## src/rtl/ascon_perm_ctrl.sv

```systemverilog
// ascon_perm_ctrl: sequences the Ascon round function into a full permutation p^n.
//   Holds the 320-bit state {x0,x1,x2,x3,x4} (x0 in [319:256]) and applies the last
//   n rounds of the 12-round constant schedule, RPC rounds per clock (RPC = 1 or 2).
// Ports:
//   clk, rst              clock (rising edge), asynchronous active-high reset
//   in_valid_i/in_ready_o request handshake; in_ready_o high while idle
//   in_rounds_i           requested round count n (clamped to 12)
//   in_state_i            input state
//   out_valid_o/out_ready_i result handshake; out_state_o is the state register
//   busy_o                high while rounds are being applied
//   abort_i               only with ASCON_ABORT_EN: drops RUN/DONE back to IDLE
// Optional feature macro: ASCON_ABORT_EN
module ascon_perm_ctrl #(
  parameter int unsigned RPC = 1
) (
  input  logic         clk,
  input  logic         rst,
  input  logic         in_valid_i,
  output logic         in_ready_o,
  input  logic [3:0]   in_rounds_i,
  input  logic [319:0] in_state_i,
  output logic         out_valid_o,
  input  logic         out_ready_i,
  output logic [319:0] out_state_o,
  output logic         busy_o
`ifdef ASCON_ABORT_EN
  ,
  input  logic         abort_i
`endif
);

  localparam int unsigned W_STATE = 320;
  localparam int unsigned W_LANE  = 64;
  localparam int unsigned W_RND   = 4;
  localparam int unsigned W_RC    = 8;
  localparam int unsigned MAX_RND = 12;

  typedef enum logic [1:0] {
    ST_IDLE = 2'd0,
    ST_RUN  = 2'd1,
    ST_DONE = 2'd2
  } fsm_e;

  function automatic logic [W_LANE-1:0] ror64(input logic [W_LANE-1:0] x, input int unsigned n);
    return (x >> n) | (x << (W_LANE - n));
  endfunction

  // Round constant for schedule index i: high nibble counts down while low nibble counts up.
  function automatic logic [W_RC-1:0] rc_of(input logic [W_RND-1:0] i);
    return {4'(4'hF - i), i};
  endfunction

  // One Ascon round: constant addition, bitsliced 5-bit S-box, linear diffusion.
  function automatic logic [W_STATE-1:0] ascon_round(input logic [W_STATE-1:0] s,
                                                     input logic [W_RC-1:0]    rc);
    logic [W_LANE-1:0] x0, x1, x2, x3, x4;
    logic [W_LANE-1:0] t0, t1, t2, t3, t4;
    {x0, x1, x2, x3, x4} = s;
    x2 = x2 ^ W_LANE'(rc);
    x0 = x0 ^ x4;
    x4 = x4 ^ x3;
    x2 = x2 ^ x1;
    t0 = ~x0 & x1;
    t1 = ~x1 & x2;
    t2 = ~x2 & x3;
    t3 = ~x3 & x4;
    t4 = ~x4 & x0;
    x0 = x0 ^ t1;
    x1 = x1 ^ t2;
    x2 = x2 ^ t3;
    x3 = x3 ^ t4;
    x4 = x4 ^ t0;
    x1 = x1 ^ x0;
    x0 = x0 ^ x4;
    x3 = x3 ^ x2;
    x2 = ~x2;
    x0 = x0 ^ ror64(x0, 19) ^ ror64(x0, 28);
    x1 = x1 ^ ror64(x1, 61) ^ ror64(x1, 39);
    x2 = x2 ^ ror64(x2, 1)  ^ ror64(x2, 6);
    x3 = x3 ^ ror64(x3, 10) ^ ror64(x3, 17);
    x4 = x4 ^ ror64(x4, 7)  ^ ror64(x4, 41);
    return {x0, x1, x2, x3, x4};
  endfunction

  fsm_e               fsm_q, fsm_d;
  logic [W_STATE-1:0] state_q, state_d, step_state;
  logic [W_RND-1:0]   rnd_idx_q, rnd_idx_d, rnd_next, n_eff;
  logic [W_RC-1:0]    rc_cur;
  logic               abort_c;

`ifdef ASCON_ABORT_EN
  assign abort_c = abort_i;
`else
  assign abort_c = 1'b0;
`endif

  assign n_eff  = (in_rounds_i > W_RND'(MAX_RND)) ? W_RND'(MAX_RND) : in_rounds_i;
  assign rc_cur = rc_of(rnd_idx_q);

  // Round datapath: one or two chained rounds per edge.
  if (RPC == 1) begin : g_rpc1
    assign step_state = ascon_round(state_q, rc_cur);
    assign rnd_next   = W_RND'(rnd_idx_q + 4'd1);
  end else if (RPC == 2) begin : g_rpc2
    logic [W_STATE-1:0] r1;
    logic               two_left;
    assign r1       = ascon_round(state_q, rc_cur);
    // A single remaining round (odd n) bypasses the second instance.
    assign two_left = (W_RND'(rnd_idx_q + 4'd2) <= W_RND'(MAX_RND));
    assign step_state = two_left ? ascon_round(r1, rc_of(W_RND'(rnd_idx_q + 4'd1))) : r1;
    assign rnd_next   = two_left ? W_RND'(rnd_idx_q + 4'd2) : W_RND'(rnd_idx_q + 4'd1);
  end else begin : g_bad
    $error("ascon_perm_ctrl: RPC must be 1 or 2");
  end

  // State register of the controller.
  always_ff @(posedge clk or posedge rst) begin
    if (rst) fsm_q <= ST_IDLE;
    else     fsm_q <= fsm_d;
  end

  // Next-state logic; abort wins over completion and the output handshake.
  always_comb begin
    fsm_d = fsm_q;
    case (fsm_q)
      ST_IDLE: if (in_valid_i) fsm_d = (n_eff == '0) ? ST_DONE : ST_RUN;
      ST_RUN: begin
        if (abort_c)                             fsm_d = ST_IDLE;
        else if (rnd_next == W_RND'(MAX_RND))    fsm_d = ST_DONE;
      end
      ST_DONE: if (abort_c || out_ready_i) fsm_d = ST_IDLE;
      default: fsm_d = ST_IDLE;
    endcase
  end

  // Output decode of the registered state.
  always_comb begin
    in_ready_o  = 1'b0;
    out_valid_o = 1'b0;
    busy_o      = 1'b0;
    case (fsm_q)
      ST_IDLE: in_ready_o  = 1'b1;
      ST_RUN:  busy_o      = 1'b1;
      ST_DONE: out_valid_o = 1'b1;
      default: ;
    endcase
  end

  // Permutation state and round index next values.
  always_comb begin
    state_d   = state_q;
    rnd_idx_d = rnd_idx_q;
    if (fsm_q == ST_IDLE && in_valid_i) begin
      state_d   = in_state_i;
      rnd_idx_d = W_RND'(W_RND'(MAX_RND) - n_eff);
    end else if (fsm_q == ST_RUN && !abort_c) begin
      state_d   = step_state;
      rnd_idx_d = rnd_next;
    end
  end

  always_ff @(posedge clk or posedge rst) begin
    if (rst) begin
      state_q   <= '0;
      rnd_idx_q <= '0;
    end else begin
      state_q   <= state_d;
      rnd_idx_q <= rnd_idx_d;
    end
  end

  assign out_state_o = state_q;

endmodule
```

## config.mk

```make
export PLATFORM = sky130hd
export DESIGN_NAME = ascon_perm_ctrl
export DESIGN_NICKNAME = d
export VERILOG_FILES = /design/src/rtl/ascon_perm_ctrl.sv
export SDC_FILE = /design/constraint.sdc
export NUM_CORES = 2
export LEC_CHECK = 0
export ABC_AREA = 1
export CORE_MARGIN = 3
export CORE_UTILIZATION = 30
export CTS_BUF_LIST = sky130_fd_sc_hd__clkbuf_16
export CTS_CLUSTER_DIAMETER = 200
export DETAILED_ROUTE_END_ITERATION = 16
export PLACE_DENSITY = 0.54
export SLEW_MARGIN = 25
export SYNTH_ARGS = -nofsm -noshare
export SYNTH_HDL_FRONTEND = slang
export SYNTH_SLANG_ARGS = --single-unit
```

## constraint.sdc

```tcl
create_clock -name clk -period 17.16 [get_ports clk]
set_input_delay 2.574 -clock clk [delete_from_list [all_inputs] [get_ports clk]]
set_output_delay 2.574 -clock clk [all_outputs]
set_load 0.05 [all_outputs]
```

==> impl_results.md <==
- Setup CP Type: in2reg
- Top layer in use: met5
- Syn Area/Cell: 5.81 µm²
- Hold Vio Cnt, Final: 0
- MaxCap Viol Count: 0
- WL per Instance: approximately 30 µm
- Gate Count Post-Synth: ~6100
- Syn_nets: 6528
- Worst hold start: out_state_o[297]
- Die ar.: roughly 120000 µm²
- End of the critical path: out_state_o[319]
- Startpoint Class: input port
- PnR worst setup slack: roughly 11 ns
- Initial antenna violation count: 28
- Largest area contributor in the netlist: nand2_1
- Port-buffer cells: 650
- Via/cell ratio: approximately 5.4
- DRC viols: 0
- Met1 WL: roughly 100 mm
- Slew at the pin closest to its max-slew limit: ~1.2 ns
- Clock Sinks: approximately 330
- I/O pins: between 600 and 700
- Worst clock skew: approximately 0.036 ns
- Fin crit period: 6.05 ns
- Reg2Reg Capture Point: out_state_o[319]
- Layout Utilization: approximately two fifths
- Synth top area cells: nand2_1 31%, dfrtp_1 23%, nand3_1 7.5%, o21ai_1 7.1%, ha_1 4.6%
- Hold_ws: roughly 0.55 ns
- Die H: between 300 and 400 µm
- Proportion of layout cells with a drive suffix above 1: under 10%
- FF-to-FF Start: fsm_q[1]
- Antenna Violating Nets Remaining: 0
- Initial core utilization: ~30%
- First-pass GRT wire length: 328 mm
- R2R Setup Slk: 12.88 ns
- Drt first pass iters: 9
- Vias in the first global route: ~39000
- Yosys reg bits: 326
- Synthesized area: about 35000 µm²
- RSZ-0062 raised after global routing: false
- Area grow syn2layout: 27.4%
- Worst endpoint required time: approximately 18 ns
- Total routed wirelength: approximately 250 mm
- Resized cells post-CTS: 0
- Outcome: complete, no violations
- CTS buffer count: 46
- Met3 WL: around 23 mm
- Cell variety after synth: 30
- Final Net Count: around 7100
- Vias: between 40000 and 50000
- H-tree depth: 2
- Slew Limit Fails: 0
- Post-CTS setup buffer count: 0
- CTS tree: yes
- Worst Setup SP: in_valid_i
- CTS clk-pin slew, worst paths: ~0.06 ns
- Max Root-Sink Buffers: 3
- Register area share after synthesis: 23.1%
- Post-CTS Hold Fix Bufs: 0
- Slew margin rel.: between 10% and 20%
- Setup violators final: 0
- Gp weighted congestion: between 1 and 1.5
- Core area: 117000 µm²
- Chip Width: ~350 µm
- Tcrit/Tclk final: 35.3%
- Initial DRC Count: around 5400
- WL met2: ~100 mm
- Largest net degree at the start of global routing: 146
- CP Capture Type: register
- GR Util All Layers: between 30% and 40%
- Final setup TNS: 0 ns
- Remaining Overflow, GRT: 0
- Crit path arrival time: 6.62 ns
- Hold crit path type: reg2reg
- Clock root buffer master: clkbuf_16
- DP HPWL: between 200 and 250 mm
- Yosys warnings: 0
- FF-to-FF path depth: 10
- CP Max Fanout: 96
- Post-synth top area share: a little under a third
- Fmax: about 170 MHz
- Rows: between 100 and 150
- DP Worst Slack: between 10 and 15 ns
- Clock Latency Late Sink: roughly 0.65 ns
layout make-up:
type                    count  area (µm²)
repair buffers            672        6700
multi-input cells        4959       24200
diodes                      7        17.5
inverters                 643        2430
fillers                 12600       71600
flip-flops and latches    326        8160
clock inverters            33         294
clock buffers              49        1230
well taps                1524        1910
per-layer routing:
metal | up-vias | GRT usage (%)
li1 | 20500 | -
met1 | 21200 | 52.0
met2 | 2303 | 59.1
met3 | 385 | 8.55
met4 | 14 | 21.4
met5 | - | 0
critical path, stage by stage:
cell             delay (ns)
clkdlybuf4s50_1        0.60
nand2_8                0.38
inv_4                  0.89
nor2_4                 0.09
inv_8                  0.49
buf_4                  0.80
o21ai_1                0.22
inv_2                  0.09
nand2_1                0.05
nand2_1                0.07
Yosys cell counts, drive strengths merged:
cell type	n
a32o	1
o21ai	560
o211ai	6
dfrtp	326
o31ai	1
nor3	1
clkinv	3
o21bai	3
nand4	126
nand2	2912
xor2	177
or2	1
o22ai	32
inv	640
xnor2	199
a21oi	68
nor2	182
buf	51
nand3b	31
clkbuf	91
nand3	527
a21boi	2
ha	130
logic make-up (layout without fill, tap and decap cells):
kind of cell,after synthesis,count (layout),share of synthesized area (%)
AO/OA/AOI/OAI,673,673,9.76
XOR/XNOR,376,376,10.6
adder cells (fa/ha/maj),130,130,4.61
buffers and inverters,785,1397,8.54
flip-flops,326,326,23.1
other,0,7,0
AND/OR/NAND/NOR,3780,3780,43.3
cell usage in the layout, fill, tap and decap left out, types with 2 or more instances in the layout:
cell type | synthesis | layout
inv_6 | 0 | 2
o22ai_1 | 32 | 32
clkinv_2 | 0 | 6
inv_8 | 0 | 2
clkinv_4 | 0 | 2
nand3_1 | 527 | 527
nand4_1 | 126 | 126
o21bai_1 | 3 | 3
nor2_1 | 179 | 179
a21boi_1 | 2 | 2
clkinvlp_4 | 0 | 3
a21oi_1 | 68 | 68
inv_2 | 276 | 274
clkbuf_16 | 0 | 49
o21ai_0 | 59 | 58
xor2_1 | 177 | 173
clkdlybuf4s50_1 | 0 | 650
buf_12 | 0 | 2
clkinv_1 | 3 | 11
nand2_1 | 2911 | 2911
xnor2_1 | 138 | 132
xnor2_2 | 61 | 67
inv_1 | 364 | 370
xor2_2 | 0 | 4
nor2_2 | 3 | 2
ha_1 | 130 | 130
dfrtp_1 | 326 | 326
o21ai_1 | 501 | 502
o211ai_1 | 6 | 6
diode_2 | 0 | 7
buf_4 | 3 | 20
nand3b_1 | 31 | 31
bufinv_16 | 0 | 5
registers in the layout, indices dropped and copies added, names as in the netlist:
signal and flops:
out_state_o 320, rnd_idx_q 4, fsm_q 2
worst min-delay path by stage:
stage / end / slack [ns] / depth (start not counted)
after floorplan: rnd_idx_q[2] / 0.58 / 1
after detailed placement: out_state_o[304] / 0.53 / 2
after global placement: out_state_o[297] / 0.53 / 2
after global routing: out_state_o[305] / 0.58 / 2
final: out_state_o[297] / 0.55 / 2
after CTS: out_state_o[304] / 0.54 / 2
through the flow:
step	instances	cell area (µm²)
after detailed placement	8124	43400
after floorplan	6070	35300
after CTS	8206	44900
after global routing	8206	44900
after global placement	8124	43300
final	8213	44900
Power is left out: the tool's default activity adds up to more than one toggle a clock period on the data nets, which glitch-free logic cannot reach.
